<file path="config.mk">
export PLATFORM = sky130hd
export DESIGN_NAME = multicycle_ctrl
export DESIGN_NICKNAME = d
export VERILOG_FILES = /design/src/rtl/multicycle_ctrl.sv
export SDC_FILE = /design/constraint.sdc
export NUM_CORES = 1
export LEC_CHECK = 0
export ABC_AREA = 1
export CAP_MARGIN = 30
export CORE_AREA = 2 2 58 87
export DETAILED_ROUTE_END_ITERATION = 8
export DIE_AREA = 0 0 60 89
export PLACE_DENSITY = 0.56
export SLEW_MARGIN = 20
export SYNTH_ARGS = -nofsm -noshare
export SYNTH_HDL_FRONTEND = slang
export SYNTH_SLANG_ARGS = --single-unit
</file>
<file path="constraint.sdc">
create_clock -name clk -period 3.8 [get_ports clk]
set_input_delay 1.14 -clock clk [delete_from_list [all_inputs] [get_ports clk]]
set_output_delay 1.14 -clock clk [all_outputs]
set_load 0.01 [all_outputs]
</file>
<file path="src/rtl/multicycle_ctrl.sv">
// multicycle_ctrl: control FSM for a multicycle MIPS-subset datapath.
// Walks FETCH -> DECODE -> EXEC -> (MEM) -> (WB). Fetch and data-memory
// handshakes can stall it. A syscall, an illegal instruction or a
// data-memory timeout parks it in HALT. Only reset leaves HALT.
//
// Ports:
//   clk, rst_b          clock, async active-low reset
//   inst, inst_valid    fetched instruction word and its handshake
//   mem_ready           data-memory handshake completion
//   alu_zero            ALU zero flag (beq resolution)
//   inst_req            fetch request
//   mem_req, mem_we     data-memory request / write qualifier
//   regDest, aluSrc, memOrReg, write_enable   datapath selects, RF write
//   alu_operation       0 ADD,1 SUB,2 AND,3 OR,4 SLT,5 XOR,6 NOR
//   pc_en, pc_sel       PC strobe; 0 PC+4, 1 branch, 2 jump
//   halted, fault       sticky halt / fault flags
//
// Optional macro MULTICYCLE_PERF_EN adds cycle_cnt (non-HALT cycles) and
// instret_cnt (pc_en pulses).
module multicycle_ctrl #(
    parameter int XLEN        = 32,
    parameter int MEM_TIMEOUT = 15
) (
    input  logic            clk,
    input  logic            rst_b,
    input  logic [XLEN-1:0] inst,
    input  logic            inst_valid,
    input  logic            mem_ready,
    input  logic            alu_zero,
    output logic            inst_req,
    output logic            mem_req,
    output logic            mem_we,
    output logic            regDest,
    output logic            aluSrc,
    output logic            memOrReg,
    output logic            write_enable,
    output logic [3:0]      alu_operation,
    output logic            pc_en,
    output logic [1:0]      pc_sel,
    output logic            halted,
    output logic            fault
`ifdef MULTICYCLE_PERF_EN
    ,
    output logic [31:0]     cycle_cnt,
    output logic [31:0]     instret_cnt
`endif
);

    localparam int WCW = $clog2(MEM_TIMEOUT + 1);

    localparam logic [5:0] OP_RTYPE   = 6'h00;
    localparam logic [5:0] OP_J       = 6'h02;
    localparam logic [5:0] OP_BEQ     = 6'h04;
    localparam logic [5:0] OP_ADDI    = 6'h08;
    localparam logic [5:0] OP_LW      = 6'h23;
    localparam logic [5:0] OP_SW      = 6'h2B;
    localparam logic [5:0] FN_SYSCALL = 6'h0C;

    localparam logic [3:0] ALU_ADD = 4'd0;
    localparam logic [3:0] ALU_SUB = 4'd1;

    typedef enum logic [2:0] {
        S_FETCH, S_DECODE, S_EXEC, S_MEM, S_WB, S_HALT
    } state_t;

    state_t         state, state_nxt;
    // Only the opcode and funct fields of the IR steer control.
    logic [5:0]     ir_op, ir_fn;
    logic [WCW-1:0] wait_cnt;

    logic           unused_inst;
    assign unused_inst = ^inst;

    logic       is_r, is_sys, is_addi, is_lw, is_sw, is_beq, is_j, legal;
    logic [3:0] r_alu, ex_alu;
    logic       mem_timeout;

    always_comb begin
        r_alu = ALU_ADD;
        is_r  = 1'b1;
        case (ir_fn)
            6'h20:   r_alu = 4'd0;
            6'h22:   r_alu = 4'd1;
            6'h24:   r_alu = 4'd2;
            6'h25:   r_alu = 4'd3;
            6'h2A:   r_alu = 4'd4;
            6'h26:   r_alu = 4'd5;
            6'h27:   r_alu = 4'd6;
            default: is_r  = 1'b0;
        endcase
        is_r    = is_r && (ir_op == OP_RTYPE);
        is_sys  = (ir_op == OP_RTYPE) && (ir_fn == FN_SYSCALL);
        is_addi = (ir_op == OP_ADDI);
        is_lw   = (ir_op == OP_LW);
        is_sw   = (ir_op == OP_SW);
        is_beq  = (ir_op == OP_BEQ);
        is_j    = (ir_op == OP_J);
        legal   = is_r || is_sys || is_addi || is_lw || is_sw || is_beq || is_j;
        ex_alu  = is_beq ? ALU_SUB : (is_r ? r_alu : ALU_ADD);
    end

    // Fires on the MEM_TIMEOUT-th stalled cycle. A mem_ready in that same
    // cycle still completes the access.
    assign mem_timeout = (state == S_MEM) && !mem_ready &&
                         (wait_cnt == WCW'(MEM_TIMEOUT - 1));

    always_ff @(posedge clk or negedge rst_b) begin
        if (!rst_b) begin
            state    <= S_FETCH;
            ir_op    <= '0;
            ir_fn    <= '0;
            wait_cnt <= '0;
            fault    <= 1'b0;
        end else begin
            state <= state_nxt;
            if (state == S_FETCH && inst_valid) begin
                ir_op <= inst[31:26];
                ir_fn <= inst[5:0];
            end
            wait_cnt <= (state == S_MEM && !mem_ready) ? wait_cnt + 1'b1 : '0;
            if ((state == S_DECODE && !legal) || mem_timeout)
                fault <= 1'b1;
        end
    end

    always_comb begin
        state_nxt     = state;
        inst_req      = 1'b0;
        mem_req       = 1'b0;
        mem_we        = 1'b0;
        regDest       = 1'b0;
        aluSrc        = 1'b0;
        memOrReg      = 1'b0;
        write_enable  = 1'b0;
        alu_operation = ALU_ADD;
        pc_en         = 1'b0;
        pc_sel        = 2'd0;
        halted        = 1'b0;
        case (state)
            S_FETCH: begin
                // Gated by rst_b so the request is low while reset is held.
                inst_req = rst_b;
                if (inst_valid) state_nxt = S_DECODE;
            end
            S_DECODE: begin
                state_nxt = (is_sys || !legal) ? S_HALT : S_EXEC;
            end
            S_EXEC: begin
                alu_operation = ex_alu;
                regDest       = is_r;
                aluSrc        = is_addi || is_lw || is_sw;
                if (is_r || is_addi)     state_nxt = S_WB;
                else if (is_lw || is_sw) state_nxt = S_MEM;
                else                     state_nxt = S_FETCH;
                if (is_beq) begin
                    pc_en  = 1'b1;
                    pc_sel = alu_zero ? 2'd1 : 2'd0;
                end else if (is_j) begin
                    pc_en  = 1'b1;
                    pc_sel = 2'd2;
                end
            end
            S_MEM: begin
                mem_req       = 1'b1;
                mem_we        = is_sw;
                aluSrc        = 1'b1;
                memOrReg      = is_lw;
                alu_operation = ALU_ADD;
                // sw retires on the transition out of MEM.
                pc_en         = is_sw && mem_ready;
                if (mem_ready)        state_nxt = is_lw ? S_WB : S_FETCH;
                else if (mem_timeout) state_nxt = S_HALT;
            end
            S_WB: begin
                write_enable  = 1'b1;
                regDest       = is_r;
                aluSrc        = !is_r;
                memOrReg      = is_lw;
                alu_operation = ex_alu;
                pc_en         = 1'b1;
                state_nxt     = S_FETCH;
            end
            S_HALT: begin
                halted = 1'b1;
            end
            default: state_nxt = S_HALT;
        endcase
    end

`ifdef MULTICYCLE_PERF_EN
    always_ff @(posedge clk or negedge rst_b) begin
        if (!rst_b) begin
            cycle_cnt   <= '0;
            instret_cnt <= '0;
        end else begin
            if (state != S_HALT) cycle_cnt   <= cycle_cnt + 32'd1;
            if (pc_en)           instret_cnt <= instret_cnt + 32'd1;
        end
    end
`endif

endmodule

</file>
* Yosys cells after proc, flatten, opt, wreduce, memory -nomap -nowiden *
Cells that the tools add are included.

storage, ports and cells
  register bits = 20
  input bits = 37
  logic and storage cells = 85

cells by class
  add/subtract/negate cells = 1
  equality and inequality tests = 21
  multiplexer cells = 29
  bitwise operators = 1
  reductions and logical operators = 28

operator list
  operator               number
  $eq A6 B6 Y1 const B   9
  $pmux W3 S6            2
  $mux W3                6
  $mux W4                4
  $eq A6 B4 Y1 const B   2
  $logic_or A1 B1 Y1     12
  $mux W1                11
  $mux W2                4
  $logic_and A1 B1 Y1    7
  $reduce_or A7 Y1       1
  $eq A3 B2 Y1 const B   2
  $eq A3 B3 Y1 const B   2
  $eq A6 B2 Y1 const B   1
  $eq A6 B3 Y1 const B   1
  $logic_not A6 Y1       1
  $pmux W1 S3            2
  $add A4 B1 Y4 const B  1
  $eq A4 B4 Y1 const B   1
  $reduce_or A2 Y1       2
  $eq A3 B1 Y1 const B   1
  $logic_not A1 Y1       3
  $logic_not A3 Y1       1
  $ne A3 B3 Y1 const B   1
  $reduce_and A3 Y1      1
  2 further kinds        2

* Depth between registers and ports, before layout *
Gate-level depths: netlist (run 1).

  depth after elaboration = 14
  mapped depth = 11
  depth with buffers taken out = 11

* Worst setup path after synthesis (run 1) *
No wires, ideal clock.

  path kind = input to output
  start point = input port mem_ready
  end point = output port pc_en
  data arrival time = 1.484 ns
  setup slack = 1.176 ns
  cell stages on the path = 1
  path through = a221o_1

on the way
  cells in the longest elaborated chain, start to end = 2

RTL lines
  what                 RTL line  RTL
  start, declared      28        input logic mem_ready,
  $logic_and A1 B1 Y1  170       pc_en = is_sw && mem_ready;
  $pmux W1 S3          139       case (state)
  end, declared        38        output logic pc_en,

No other way between the ends.

* Final worst setup path (run 1) *
Ends and elaborated chain as after synthesis.

==> flow_metrics.tcl, run 1 <==
set metrics [dict create \
    setup_viol 0 \
    critPathArrivalTime_ns 2.44 \
    die_h_um 89 \
    cts.sinks 20 \
    final_nets 240 \
    synthFlopType "dfrtp_1" \
    drt_pre_antenna_iters 4 \
    tritoncts "yes" \
    async_flop_share 1.000 \
    place_area_sq_mm 0.001672 \
    cpPeakStageDelay_ns 0.48 \
    clk_pin_slew_ns 0.07 \
    maxSlewViolCount 0 \
    finClkSkew_ns 0.001569 \
    yosys_register_bits 20 \
    fin_crit_ns 3.580 \
    finish.instance_area_sq_mm 0.001713 \
    worst_setup_path_end_kind "primary output" \
    max_freq_mhz 279.3 \
    grt_pass1_wl_um 5057 \
    ys_warn_count 0 \
    wire_per_inst_um 10.74 \
    drtIter0Drc 20 \
    grt_pass1_vias 1161 \
    die_w_um 60 \
    vias 1170 \
    drive_gt1_frac 0.1809 \
    globalplace.congestion 0.7959 \
    routed.top_layer "met4" \
    cts-resized-gates 0 \
    synth-edff-count 0 \
    drcViolationCount 0 \
    start_util 0.2846 \
    whs_path_depth 2 \
    critPathLaunchType "primary input" \
    synth_seq_area_share 0.3872 \
    antenna_found_initial 0 \
    ys_types 34 \
    slowest_stage "clkdlybuf4s50_1" \
    rsz0062_at_grt "no" \
    netlist_area_sq_mm 0.001292 \
    rows 30 \
    worstHoldPathType "register to register" \
    worstPathCellList "clkdlybuf4s50_1 > a221o_1 > clkdlybuf4s50_1" \
    wl_met3_um 81 \
    syn_to_final_growth_pct 32.53 \
    io_buffers 31 \
    wl_met1_um 1224 \
    ctsHoldBuffers 0 \
    outcome "finished, final reports clean" \
    r2r_setup_slack_ns 2.30 \
    cts_setup_buffers 0 \
    cp_common_cell "clkdlybuf4s50_1" \
    cp-endpoint "pc_en" \
    critPathLaunch "mem_ready" \
    r2r_cells 5 \
    insertedDiodeCount 0 \
    dieArea_sq_mm 0.005340 \
    vdd_drop_max_uv 198.2 \
    avgSynthCellArea_sq_um 7.786 \
    vias_per_cell 4.449 \
    cts_buffers 3 \
    dp_hpwl_um 2353 \
    antenna_left 0 \
    met2_length_um 1458 \
    grt_max_degree 21 \
    fin_crit_sh 0.9421 \
    path_class "primary input to primary output" \
    ios 53 \
    cp_data_required_time_ns 2.66 \
    crit_fanout 3 \
    r2r-start "state[1]" \
    syn-num-nets 205 \
    leakage_uw 0.0007900 \
    drv_cap 0 \
    root_buffer "clkbuf_8" \
    gr-usage-all-layers 0.1229 \
    core_area_sq_mm 0.004542 \
    rr_endpoint "ir_fn[1]" \
    synthCells 166 \
    hold_viol 0 \
    clockBufferDepth 2 \
    clk_latency_ns 0.25 \
    drt_wl_total_um 2825 \
    setup_tns_ns 0 \
    grt.overflow.total 0 \
    power.density_mw_per_mm2 573.8 \
    h-tree-depth 1 \
]
==> report_power, final <==
part	switching [uW]	internal, uW	leakage, uW
registers	68.0	288	0.000235
logic	275	216	0.000533
clock network	65.0	70.5	0.0000216
total	408	575	0.000790
==> registers in the layout (all words and copies together) (netlist names) <==
signal,cells
ir_op,6
state,3
fault,1
wait_cnt,4
ir_fn,6
==> critical path, delay by kind of cell <==
family,cells,cell delay [ns]
compound gates,1,0.34
buf+inv,2,0.96
==> worst min-delay path by stage <==
stage / end / start
after global placement: fault / fault
after CTS: fault / fault
after floorplan: wait_cnt[0] / wait_cnt[0]
after detailed placement: fault / fault
after global routing: fault / fault
final: fault / fault
==> cell usage after synthesis, types with 2 or more instances <==
cell type	n	area (sq um)
inv_1	20	75.07
inv_2	7	26.28
nand3_1	15	75.07
a21oi_1	10	50.05
o21ai_0	2	10.01
nand2_1	15	56.30
dfrtp_1	20	500.5
nand3_2	3	30.03
nand2_2	5	31.28
nor2_2	3	18.77
mux2_2	5	56.30
ha_1	2	25.02
nand4_1	2	12.51
nor2_4	2	22.52
nor2_1	36	135.1
==> cell usage in the layout (no fill, tap or decap) <==
master | netlist | final
a21boi_2 | 1 | 1
a21oi_1 | 10 | 10
a21oi_2 | 1 | 1
a221o_1 | 1 | 1
a2bb2oi_1 | 1 | 1
a31o_2 | 1 | 1
a31oi_1 | 1 | 1
buf_4 | 1 | 1
clkbuf_8 | 0 | 3
clkdlybuf4s50_1 | 0 | 31
conb_1 | 1 | 1
dfrtp_1 | 20 | 20
ha_1 | 2 | 2
inv_1 | 20 | 20
inv_2 | 7 | 7
mux2_2 | 5 | 5
nand2_1 | 15 | 15
nand2_2 | 5 | 5
nand2_4 | 1 | 1
nand3_1 | 15 | 15
nand3_2 | 3 | 3
nand4_1 | 2 | 2
nor2_1 | 36 | 36
nor2_2 | 3 | 3
nor2_4 | 2 | 2
nor3_1 | 1 | 1
nor3_2 | 1 | 1
nor3_4 | 1 | 1
nor4_1 | 1 | 1
o2111ai_1 | 1 | 1
o211a_1 | 1 | 1
o21ai_0 | 2 | 2
o22ai_1 | 1 | 1
or2_4 | 1 | 1
xnor2_1 | 1 | 1
==> cells by family after synthesis <==
family	share of synthesized area
XOR/XNOR	0.006778
adder cells (fa/ha/maj)	0.01936
flip-flops	0.3872
multiplexers	0.04356
buffers and inverters	0.09294
other	0.002901
AO/OA/AOI/OAI	0.1075
AND/OR/NAND/NOR	0.3398
==> routing by layer <==
metal,global-route usage,up-vias
li1,-,603
met1,0.1418,541
met2,0.2204,22
met3,0.01158,4
met4,0.06061,0
met5,0,-
==> final cells by class <==
cell class / count / area (sq um)
multi-input cells: 117 / 671.9
clock buffers: 3 / 41.29
fillers: 484 / 2829
flip-flops and latches: 20 / 500.5
well taps: 64 / 80.08
repair buffers: 32 / 317.8
inverters: 27 / 101.3
==> through the flow <==
| step | worst slack (ns) | hold WS [ns] | total power [uW] | utilization | cells |
|---|---|---|---|---|---|
| floorplan | 1.176 | 0.4718 | 714.5 | - | 166 |
| global placement | 0.2077 | 0.4815 | 853.5 | 0.3680 | 260 |
| detailed placement | 0.2268 | 0.4797 | 859.9 | 0.3680 | 260 |
| CTS | 0.2205 | 0.5001 | 999.3 | 0.3771 | 263 |
| global route | 0.1962 | 0.5583 | 1081 | 0.3771 | 263 |
| finish | 0.2200 | 0.4956 | 982.8 | 0.3771 | 263 |
Note: power is estimated with default switching activity, not from simulation.
==> inputs of run 2 (changes only) <==
--- a/config.mk
+++ b/config.mk
@@ -5,12 +5,12 @@
 export SDC_FILE = /design/constraint.sdc
 export NUM_CORES = 1
 export LEC_CHECK = 0
-export ABC_AREA = 1
+export ABC_AREA = 0
 export CAP_MARGIN = 30
-export CORE_AREA = 2 2 58 87
+export CORE_AREA = 2 2 57 86
 export DETAILED_ROUTE_END_ITERATION = 8
-export DIE_AREA = 0 0 60 89
-export PLACE_DENSITY = 0.56
+export DIE_AREA = 0 0 59 88
+export PLACE_DENSITY = 0.57
 export SLEW_MARGIN = 20
 export SYNTH_ARGS = -nofsm -noshare
 export SYNTH_HDL_FRONTEND = slang
==> run 2 against run 1 <==
Compared with the run above:
- clock skew is 0.0016 ns higher
- non-clock buffer count rose by 11
- final area grew 1.9%
- critical path type is now register to primary output
- critical endpoint is now regDest
- largest power group unchanged
==> flow_metrics.tcl, run 2 <==
set metrics [dict create \
    io_buffers 31 \
    relSlewSlack 0.4629 \
    grt_pass1_vias 1126 \
    vias_per_cell 5.068 \
    yosysTopAreaCellShare 0.4012 \
    ys_warn_count 0 \
    tightest_slew_ns 0.8052 \
    largestRegisters "ir_fn: 6 flops, ir_op: 6 flops, wait_cnt: 4 flops" \
    netlist_area_sq_mm 0.001247 \
    maxSlewViolCount 0 \
    fin_crit_ns 3.595 \
    final_common_cell "clkdlybuf4s50_1" \
    drtIter0Drc 14 \
    tritoncts "yes" \
    root_buffer "clkbuf_8" \
    max_freq_mhz 278.2 \
    start_util 0.2816 \
    drcViolationCount 0 \
    worstPathCellList "nand2b_1 > a2111oi_4 > nand2_1 > or4_4 > inv_1 > clkdlybuf4s50_1" \
    finalPower_uw 1147 \
    layout.cells.non_filler 222 \
    synth_seq_area_share 0.4012 \
    core_area_sq_mm 0.004429 \
    avgSynthCellArea_sq_um 9.309 \
    regArea_sq_um 500.5 \
    async_flop_share 1.000 \
    h-tree-depth 1 \
    drive_gt1_frac 0.1839 \
    fin_crit_sh 0.9461 \
    syn-num-nets 173 \
    synth.area.top_cells "dfrtp_1 (40%), mux2_2 (9.9%), or3_1 (4.0%)" \
    dp_hpwl_um 2360 \
    setup_tns_ns 0 \
    drt_pre_antenna_iters 4 \
    cts.sinks 20 \
    critPathLaunchType "register" \
    cpPeakStageDelay_ns 0.53 \
    vdd_drop_max_uv 230.9 \
    crit_fanout 3 \
    syn_to_final_growth_pct 39.92 \
    dieArea_sq_mm 0.005192 \
    final_cell_mix "clkdlybuf4s50_1 (28), dfrtp_1 (20), nor2_1 (12), buf_4 (12), mux2_2 (11)" \
    gr-usage-all-layers 0.1289 \
    grt.overflow.total 0 \
    clk_pin_slew_ns 0.07 \
    globalplace.congestion 0.8502 \
    die_h_um 88 \
    ctsHoldBuffers 0 \
    finClkSkew_ns 0.003131 \
    worstHoldPathType "register to register" \
    synth.top_cells.by_count "dfrtp_1 (20), nor2_1 (12), mux2_2 (11), or3_1 (8)" \
    setup_viol 0 \
    antenna_left 0 \
    wire_per_inst_um 13.52 \
    rsz0062_at_grt "no" \
    synth-edff-count 0 \
    die_w_um 59 \
    drt_wl_total_um 3002 \
    final_nets 214 \
    clk_latency_ns 0.25 \
    power.density_mw_per_mm2 656.9 \
    synthCells 134 \
    synth.most_common_cell "dfrtp_1" \
    outcome "finished, final reports clean" \
    rows 30 \
    grt_max_degree 21 \
    worst_setup_path_end_kind "primary output" \
    grt_pass1_wl_um 5140 \
    dp_cells 212 \
    critPathArrivalTime_ns 2.46 \
    utilization 0.3941 \
    ios 53 \
    synthFlopType "dfrtp_1" \
    yosys_register_bits 20 \
    cp_data_required_time_ns 2.66 \
    ys_types 38 \
    clockBufferDepth 2 \
    slowest_stage "clkdlybuf4s50_1" \
    multiInputGateArea_sq_um 710.7 \
    path_class "register to primary output" \
    nFillCells 467 \
    drv_cap 0 \
    leakage_uw 0.0007152 \
    synth_top_area_cell "dfrtp_1" \
    vias 1125 \
    cts_buffers 3 \
    antenna_found_initial 0 \
    hold_viol 0 \
    insertedDiodeCount 0 \
]
==> run 2: final timing paths <==
| kind | slack (ns) | startpoint | depth (start not counted) | to |
|---|---|---|---|---|
| max | 0.20 | ir_fn[2] | 6 | regDest |
| min | 0.48 | fault | 1 | fault |
| max reg2reg | 1.73 | state[2] | 3 | ir_fn[1] |
| min reg2reg | 0.48 | fault | 1 | fault |
| max in group asynchronous | 2.35 | rst_b | 2 | ir_fn[1] |
| min in group asynchronous | 1.24 | rst_b | 2 | state[2] |
==> run 2: cells by family after synthesis <==
kind of cell	synth area share
AOI/OAI and AO/OA	0.1434
xor gates and xnor gates	0.02107
adders and majority gates	0.02006
buffers and inverters	0.03912
DFF	0.4012
muxes	0.1073
other	0.003006
and+or+nand+nor	0.2648
==> run 2: routing by layer <==
metal / vias to the layer above / routed length (um) / track usage
met4: 0 / 40 / 0.04959
met3: 2 / 107 / 0.01477
met2: 27 / 1638 / 0.2273
met5: - / 0 / 0
li1: 560 / - / -
met1: 536 / 1215 / 0.1572
==> run 2: area by class of cell <==
| class | instances | area share |
|---|---|---|
| Clock buffer | 4 | 0.03154 |
| Inverter | 5 | 0.01075 |
| Multi-Input combinational cell | 102 | 0.4072 |
| Sequential cell | 20 | 0.2867 |
| Tap cell | 48 | 0.03441 |
| Timing Repair Buffer | 43 | 0.2294 |
==> run 2: power by group <==
| part | internal (uW) | switching [uW] |
|---|---|---|
| logic | 323 | 259 |
| registers | 294 | 113 |
| clock network | 92.0 | 66.7 |
==> run 2: what timing repair did <==
item	4_1_cts	5_1_grt
hold endpoints to repair	0	0
endpoints found under the setup margin	3	1
pin swaps	0	2
resized for setup	3	1
setup buffers	2	4
==> run 2: critical path: cells and delay by family, from the launching register on <==
kind	cells	cell delay, ns
buf+inv	2	0.62
compound gates	1	0.35
flops	1	0.40
simple gates	3	0.82
==> run 2: per-stage QoR <==
step                      hold slack (ns)  setup slack [ns]  instance area, sq um
after global placement             0.4633            0.1431                  1633
after floorplan                    0.4536            0.6449                  1247
final                              0.4834            0.2050                  1745
after detailed placement           0.4712            0.1015                  1633
after global routing               0.5275            0.1213                  1745
after CTS                          0.4931          0.006986                  1713
